===== src/rtl/mem_bus_arbiter.sv =====
module mem_bus_arbiter #(
  parameter int unsigned ADDR_W    = 32,
  parameter int unsigned DATA_W    = 32,
  parameter int unsigned TIMEOUT   = 16,
  parameter int unsigned MAX_D_RUN = 4
) (
  input  logic              clk,
  input  logic              rst,
  input  logic              i_req_i,
  input  logic [ADDR_W-1:0] i_addr_i,
  output logic              i_ack_o,
  output logic [DATA_W-1:0] i_rdata_o,
  output logic              i_err_o,
  input  logic              d_req_i,
  input  logic              d_we_i,
  input  logic [3:0]        d_sel_i,
  input  logic [ADDR_W-1:0] d_addr_i,
  input  logic [DATA_W-1:0] d_wdata_i,
  output logic              d_ack_o,
  output logic [DATA_W-1:0] d_rdata_o,
  output logic              d_err_o,
  output logic              m_req_o,
  output logic              m_we_o,
  output logic [3:0]        m_sel_o,
  output logic [ADDR_W-1:0] m_addr_o,
  output logic [DATA_W-1:0] m_wdata_o,
  input  logic              m_ack_i,
  input  logic [DATA_W-1:0] m_rdata_i,
  output logic              stall_req_o
);

  localparam int unsigned RUN_W  = (MAX_D_RUN < 1) ? 1 : $clog2(MAX_D_RUN + 1);
  localparam int unsigned WAIT_W = (TIMEOUT < 2) ? 1 : $clog2(TIMEOUT);
  localparam logic [RUN_W-1:0]  RUN_MAX   = RUN_W'(MAX_D_RUN);
  localparam logic [WAIT_W-1:0] WAIT_LAST = WAIT_W'((TIMEOUT < 1) ? 0 : TIMEOUT - 1);

  typedef enum logic [1:0] {
    IDLE,
    BUSY,
    RESP
  } state_t;

  state_t              state_q,    state_d;
  logic                gnt_i_q,    gnt_i_d;
  logic [RUN_W-1:0]    run_cnt_q,  run_cnt_d;
  logic [WAIT_W-1:0]   wait_cnt_q, wait_cnt_d;

  logic                m_req_q,    m_req_d;
  logic                m_we_q,     m_we_d;
  logic [3:0]          m_sel_q,    m_sel_d;
  logic [ADDR_W-1:0]   m_addr_q,   m_addr_d;
  logic [DATA_W-1:0]   m_wdata_q,  m_wdata_d;

  logic                i_ack_q,    i_ack_d;
  logic [DATA_W-1:0]   i_rdata_q,  i_rdata_d;
  logic                i_err_q,    i_err_d;
  logic                d_ack_q,    d_ack_d;
  logic [DATA_W-1:0]   d_rdata_q,  d_rdata_d;
  logic                d_err_q,    d_err_d;

  logic                pick_i;
  logic                resp_go;
  logic [DATA_W-1:0]   resp_data;
  logic                resp_err;

  always_comb begin
    state_d    = state_q;
    gnt_i_d    = gnt_i_q;
    run_cnt_d  = run_cnt_q;
    wait_cnt_d = wait_cnt_q;
    m_req_d    = m_req_q;
    m_we_d     = m_we_q;
    m_sel_d    = m_sel_q;
    m_addr_d   = m_addr_q;
    m_wdata_d  = m_wdata_q;
    i_ack_d    = 1'b0;
    i_rdata_d  = i_rdata_q;
    i_err_d    = i_err_q;
    d_ack_d    = 1'b0;
    d_rdata_d  = d_rdata_q;
    d_err_d    = d_err_q;
    pick_i     = 1'b0;
    resp_go    = 1'b0;
    resp_data  = '0;
    resp_err   = 1'b0;

    unique case (state_q)
      IDLE: begin
        if (i_req_i || d_req_i) begin
          pick_i     = i_req_i && (!d_req_i || (run_cnt_q == RUN_MAX));
          gnt_i_d    = pick_i;
          m_req_d    = 1'b1;
          wait_cnt_d = '0;
          state_d    = BUSY;
          if (pick_i) begin
            m_we_d    = 1'b0;
            m_sel_d   = '1;
            m_addr_d  = i_addr_i;
            m_wdata_d = '0;
            run_cnt_d = '0;
          end else begin
            m_we_d    = d_we_i;
            m_sel_d   = d_sel_i;
            m_addr_d  = d_addr_i;
            m_wdata_d = d_wdata_i;
            if (!i_req_i) begin
              run_cnt_d = '0;
            end else if (run_cnt_q != RUN_MAX) begin
              run_cnt_d = run_cnt_q + 1'b1;
            end
          end
        end
      end

      BUSY: begin
        if (m_ack_i) begin
          resp_go   = 1'b1;
          resp_data = m_rdata_i;
        end else if (wait_cnt_q == WAIT_LAST) begin
          resp_go  = 1'b1;
          resp_err = 1'b1;
        end else begin
          wait_cnt_d = wait_cnt_q + 1'b1;
        end

        // Response registers load on the BUSY exit edge so ack/rdata/err are
        // flop outputs during the RESP cycle.
        if (resp_go) begin
          m_req_d = 1'b0;
          state_d = RESP;
          if (gnt_i_q) begin
            i_ack_d   = 1'b1;
            i_rdata_d = resp_data;
            i_err_d   = resp_err;
          end else begin
            d_ack_d   = 1'b1;
            d_rdata_d = resp_data;
            d_err_d   = resp_err;
          end
        end
      end

      RESP: begin
        i_rdata_d = '0;
        i_err_d   = 1'b0;
        d_rdata_d = '0;
        d_err_d   = 1'b0;
        state_d   = IDLE;
      end

      default: begin
        state_d = IDLE;
      end
    endcase
  end

  always_ff @(posedge clk) begin
    if (rst) begin
      state_q    <= IDLE;
      gnt_i_q    <= 1'b0;
      run_cnt_q  <= '0;
      wait_cnt_q <= '0;
      m_req_q    <= 1'b0;
      m_we_q     <= 1'b0;
      m_sel_q    <= '0;
      m_addr_q   <= '0;
      m_wdata_q  <= '0;
      i_ack_q    <= 1'b0;
      i_rdata_q  <= '0;
      i_err_q    <= 1'b0;
      d_ack_q    <= 1'b0;
      d_rdata_q  <= '0;
      d_err_q    <= 1'b0;
    end else begin
      state_q    <= state_d;
      gnt_i_q    <= gnt_i_d;
      run_cnt_q  <= run_cnt_d;
      wait_cnt_q <= wait_cnt_d;
      m_req_q    <= m_req_d;
      m_we_q     <= m_we_d;
      m_sel_q    <= m_sel_d;
      m_addr_q   <= m_addr_d;
      m_wdata_q  <= m_wdata_d;
      i_ack_q    <= i_ack_d;
      i_rdata_q  <= i_rdata_d;
      i_err_q    <= i_err_d;
      d_ack_q    <= d_ack_d;
      d_rdata_q  <= d_rdata_d;
      d_err_q    <= d_err_d;
    end
  end

  assign m_req_o     = m_req_q;
  assign m_we_o      = m_we_q;
  assign m_sel_o     = m_sel_q;
  assign m_addr_o    = m_addr_q;
  assign m_wdata_o   = m_wdata_q;
  assign i_ack_o     = i_ack_q;
  assign i_rdata_o   = i_rdata_q;
  assign i_err_o     = i_err_q;
  assign d_ack_o     = d_ack_q;
  assign d_rdata_o   = d_rdata_q;
  assign d_err_o     = d_err_q;
  assign stall_req_o = (i_req_i & ~i_ack_q) | (d_req_i & ~d_ack_q);

endmodule

===== config.mk =====
export PLATFORM = sky130hd
export DESIGN_NAME = mem_bus_arbiter
export DESIGN_NICKNAME = d
export VERILOG_FILES = /design/src/rtl/mem_bus_arbiter.sv
export SDC_FILE = /design/constraint.sdc
export NUM_CORES = 1
export LEC_CHECK = 0
export BUFFER_PORTS_ARGS = -buffer_cell sky130_fd_sc_hd__buf_4
export CAP_MARGIN = 40
export CORE_MARGIN = 8
export CORE_UTILIZATION = 47
export DETAILED_ROUTE_END_ITERATION = 12
export GPL_TIMING_DRIVEN = 0
export PLACE_DENSITY = 0.82
export SETUP_SLACK_MARGIN = 0.05
export SLEW_MARGIN = 20
export SYNTH_ARGS = -nofsm -noshare
export SYNTH_HDL_FRONTEND = slang
export SYNTH_SLANG_ARGS = --single-unit

===== constraint.sdc =====
create_clock -name clk -period 1.96 [get_ports clk]
set_clock_uncertainty 0.1 [all_clocks]
set_input_delay 0.392 -clock clk [delete_from_list [all_inputs] [get_ports clk]]
set_output_delay 0.392 -clock clk [all_outputs]
set_load 0.005 [all_outputs]

Yosys cells after proc, flatten, opt, wreduce, memory -nomap -nowiden:

Index checks and enable logic that the tools add are counted.

* $add $sub $neg: 2
* $mul: 0
* divide/modulo/power cells: 0
* $lt $le $gt $ge: 0
* equal/unequal tests: 12
* shifts and indexed selects: 0
* mux-type cells: 36
* bitwise operators: 7
* reduce and logical (&&, ||, !) cells: 15

Operator list (number)
* $mux 32: 7
* $pmux 32 s2: 2
* $mux 4: 4
* $mux 1: 13
* $ne 2x2->1 const B: 6
* $reduce_and 3->1: 4
* $mux 3: 3
* $pmux 4 s2: 1
* $pmux 1 s2: 3
* $add 4x1->4 const B: 1
* $eq 4x4->1 const B: 1
* $mux 2: 2
* $not 1->1: 4
* $pmux 2 s2: 1
* $reduce_and 2->1: 2
* $reduce_and 4->1: 1
* $reduce_bool 2->1: 2
* $add 3x1->3 const B: 1
* $eq 3x3->1 const B: 1
* $ne 3x1->1 const B: 1
* $ne 3x3->1 const B: 1
* $reduce_or 3->1: 1
* $and 1x1->1: 2
* $eq 2x1->1 const B: 1
* other kinds (6): 7

* bits in registers: 148
* bits in latches: 0
* RAM bits: 0
* ROM bits: 0
* input port bits: 138
* output and inout port bits: 139
* word-level logic and storage cells: 87
* memories kept: 0

Longest topological paths before layout:

* depth after elaboration: 6
* gate-level depth with buffers: 7
* gate-level depth less buffers: 5

Worst setup path before layout:

OpenSTA, ideal clock, no wires.

* path type: input -> output
* start point: in i_req_i
* end point: out stall_req_o
* arrival time: 1.169 ns
* required time: 1.468 ns
* setup slack: 0.299 ns
* cell stages on the path: 5
* path through: buf_2 > inv_1 > buf_2 > clkbuf_1 > o22ai_1

* longest elaborated chain between the ends: 2

RTL lines
* start, declared: RTL line 9 `input logic i_req_i,`
* $and 1x1->1: RTL line 204 `assign stall_req_o = (i_req_i & ~i_ack_q) | (d_req_i & ~d_ack_q);`
* $or 1x1->1: RTL line 204
* end, declared: RTL line 29 `output logic stall_req_o`

No other way between the ends.

Worst setup path in the final report:

* start point: reg state_q[0]
* end point: reg d_rdata_q[19], in the netlist d_rdata_o[19]

* longest elaborated chain between the ends: 3
* elaborated cells between the ends (all ways): 7
* classes of those cells: eq/ne (4); mux (1); reduce/logical (2)

RTL lines
* start, declared: RTL line 43 `state_t state_q, state_d;`
* start signal, assigned: RTL line 175 `state_q <= state_d;`
* $eq 2x1->1 or $eq 2x2->1 (tied branches): RTL line 87 `unique case (state_q)`
* $ne 2x2->1 (no source line) or $reduce_bool 2->1 (tied branches)
* $reduce_and 3->1 (no source line)
* end signal, assigned: RTL line 188 `d_rdata_q <= d_rdata_d;`
* end, declared: RTL line 58 `logic [DATA_W-1:0] d_rdata_q, d_rdata_d;`

Parallel ways exist; a longest one is shown, timed or not.
A chain may end at the register's enable or synchronous reset.

==> reports/results.tsv <==
stage	metric	value	unit
sta	Worst-Margin Slew	0.574	ns
floorplanning	Top Ports	277	
synthesis	Syn Nets	878	
floorplanning	Die Ht	130	µm
layout	number of diodes	0	
sta	headroom to the max-slew limit	61.8	%
sta	post-layout min period	1.83	ns
synthesis	Post-Synthesis Cells	737	
pwr	VDD IR-drop max	0.541	mV
clocking	number of H-tree levels	4	
setup_path	cell repeated most along the worst path	clkbuf_1	
clocking	TritonCTS buffer count	17	
pwr	Power per Cell Area	867	nW/µm²
status	outcome	finished, final reports clean	
layout	final net count	1173	
clocking	CTS clock-pin slew for the worst setup and hold paths	0.06	ns
setup_path	Crit path largest cell delay	0.35	ns
synthesis	number of flops mapped to enable cells by yosys	0	
synthesis	Netlist cell types	45	
global_route	global-route wire length before repair	35100	µm
sta	final setup fails	0	
route	Pre-antenna DRT Iters	5	
sta	Final Max Tran Viols	0	
global_route	vias in the first global route	6745	
layout	final core occ	71.7	%
clocking	clock sinks	148	
floorplanning	core box area	12700	µm²
setup_path	crit-path max FO	10	
layout	register area	2960	µm²
place	DP Area	8410	µm²
setup_path	critical path, cell by cell	buf_4 -> or3b_1 -> clkbuf_1 -> clkbuf_1 -> o21ai_0 -> a21oi_1	
clocking	clock tree buffer depth	2	
route	vias post-DR	6978	
synthesis	#FFs+latches synth	148	
setup_path	Crit. End Element	flop	
layout	area of the multi-input gates	2810	µm²
floorplanning	die area	17000	µm²
synthesis	syn avg cell area	8.33	µm²
setup_path	Setup crit start kind	flop	
synthesis	register area share after synthesis	48.2	%
sta	period utilization	93.3	%
sta	RSZ-0062 raised after global routing	false	
synthesis	Warnings, synthesis	0	
setup_path	slowest CP cell	or3b_1	
synthesis	FFs w/ async S/R, synth	0	%
sta	max frequency	547	MHz
layout	Design Area, Final	9090	µm²
sta	worst hold margin	0.129	ns
job	Max Cap Viol	0	
route	DRT antenna net count	0	
global_route	total track usage	26.4	%
place	DPL Wire Length	17300	µm
setup_path	Crit path required time	2.14	ns
route	initial DRC count	473	
clocking	CTS tree	done	
synthesis	Synth Flop Type	dfxtp_1	
setup_path	Worst EP arrival	2.01	ns
floorplanning	initial core utilization	48.5	%
global_route	initial antenna violation count	0	
worst_hold_path	hold depth	3	
floorplanning	site row count	41	
route	Wirelength per Cell	19.1	µm
pwr	P_leak	3.70	nW
layout	FILL cells	1015	
setup_path	worst setup path category	reg2reg	
place	# port buffers	274	
sta	Fin. Hold Viols	0	
floorplanning	Die X	130	µm
clocking	later-pin clock latency in the skew report	0.42	ns
place	GPL Wtd Cong	0.869	
clocking	root buffer cell	clkbuf_16	
route	final wirelength	23200	µm
setup_path	r2r worst-path depth	6	
layout	layout cells sized above 1	33.7	%
synthesis	Syn Std Cell Area	6140	µm²
global_route	Congestion Overflow GR	0	
worst_hold_path	type of the most critical hold path	in2reg	
route	drt via density	5.74	
layout	area delta synth->final	48.0	%
global_route	largest net degree at the start of global routing	20	
route	DR DRC count	0	
==> worst paths after layout <==
path            startpoint             to  slack, ns
min           m_rdata_i[0]   d_rdata_o[0]       0.13
max reg2reg     state_q[0]  d_rdata_o[19]       0.13
min reg2reg  i_rdata_o[22]  i_rdata_o[22]       0.37
max             state_q[0]  d_rdata_o[19]       0.13
==> kinds of logic after synthesis <==
family,Yosys count,share of synthesized area [%]
AOI/OAI and AO/OA,361,34.3
and+or+nand+nor,130,10.1
buffers and inverters,95,6.68
DFF,148,48.2
adders and majority gates,3,0.611
==> final cells by class <==
class / instances / area share (%)
clock inverters: 11 / 1.78
multi-input cells: 494 / 30.9
repair buffers: 277 / 22.9
flip-flops and latches: 148 / 32.6
well taps: 172 / 2.37
clock buffers: 19 / 4.76
plain buffers: 88 / 4.51
inverters: 6 / 0.248
==> power by group <==
part	total [W]	switching, W	leakage (nW)	internal (W)
logic	0.00127	0.000659	2.20	0.000609
clock network	0.00334	0.00123	0.292	0.00210
registers	0.00328	0.0000946	1.21	0.00318
==> registers in the layout, summed over array words and instances (netlist names), 2 cells and up <==
signal      count
m_sel_o         4
i_rdata_o      32
wait_cnt_q      4
state_q         2
d_rdata_o      32
run_cnt_q       3
m_addr_o       32
m_wdata_o      32
==> per-stage QoR <==
| stage | setup WS, ns | instances | setup TNS (ns) | total power, W |
|---|---|---|---|---|
| 4_1_cts | 0.0726 | 1212 | 0 | 0.00789 |
| 5_1_grt | 0.0396 | 1215 | 0 | 0.00819 |
| 2_1_floorplan | 0.299 | 737 | 0 | 0.00389 |
| 3_5_place_dp | -0.130 | 1183 | -3.57 | 0.00458 |
| 3_3_place_gp | -0.108 | 1183 | -2.34 | 0.00456 |
| 6_report | 0.132 | 1215 | 0 | 0.00788 |
==> routing by layer <==
metal,track usage (%),wire (µm),vias to the layer above
met2,42.7,10800,353
met4,11.5,759,0
met3,11.3,2990,53
met1,29.7,8620,3253
li1,-,-,3319
met5,0,0,-
==> placed cells by master, fill, tap and decap left out, types with 2 or more instances in the layout <==
| cell | n |
|---|---|
| bufinv_16 | 4 |
| a21oi_1 | 142 |
| a311oi_1 | 30 |
| a311oi_2 | 2 |
| buf_4 | 283 |
| o22ai_1 | 2 |
| nand3_1 | 36 |
| buf_1 | 4 |
| a211oi_1 | 5 |
| o221ai_1 | 2 |
| inv_1 | 6 |
| nor2_4 | 2 |
| o21ai_0 | 132 |
| clkbuf_16 | 17 |
| clkbuf_4 | 5 |
| buf_2 | 20 |
| nand2_1 | 67 |
| o21bai_1 | 2 |
| clkbuf_2 | 5 |
| ha_1 | 3 |
| dfxtp_1 | 148 |
| o2111ai_1 | 33 |
| clkinv_2 | 5 |
| nor3b_1 | 3 |
| nor3_1 | 2 |
| a31oi_1 | 2 |
| o21ai_1 | 4 |
| clkbuf_1 | 49 |
| nand4_1 | 4 |
==> cell usage after synthesis, types with 3 or more instances <==
cell / number / area, µm²
clkbuf_1: 55 / 206
ha_1: 3 / 37.5
o21ai_1: 4 / 20.0
nand3_1: 36 / 180
buf_2: 25 / 125
nand4_1: 4 / 25.0
buf_4: 4 / 30.0
dfxtp_1: 148 / 2960
a211oi_1: 5 / 37.5
buf_1: 4 / 15.0
o2111ai_1: 33 / 289
nand2_1: 67 / 251
nor3b_1: 3 / 22.5
a311oi_1: 32 / 280
inv_1: 6 / 22.5
o21ai_0: 132 / 661
a21oi_1: 142 / 711
==> critical path: cells and delay by family, from the launching register on <==
family | cells | cell delay, ns
buffers and inverters | 3 | 0.59
AO/OA/AOI/OAI | 2 | 0.35
AND/OR/NAND/NOR | 1 | 0.35
flip-flops | 1 | 0.30
==> timing repair <==
| action | 4_1_cts | 5_1_grt |
|---|---|---|
| endpoints found under the setup margin | 31 | 72 |
| setup buffers | 0 | 3 |
| gates resized for setup | 5 | 23 |
| pin swaps | 0 | 1 |
| hold buffers | 0 | 0 |
No activity file was read; power rests on OpenSTA's default activity.
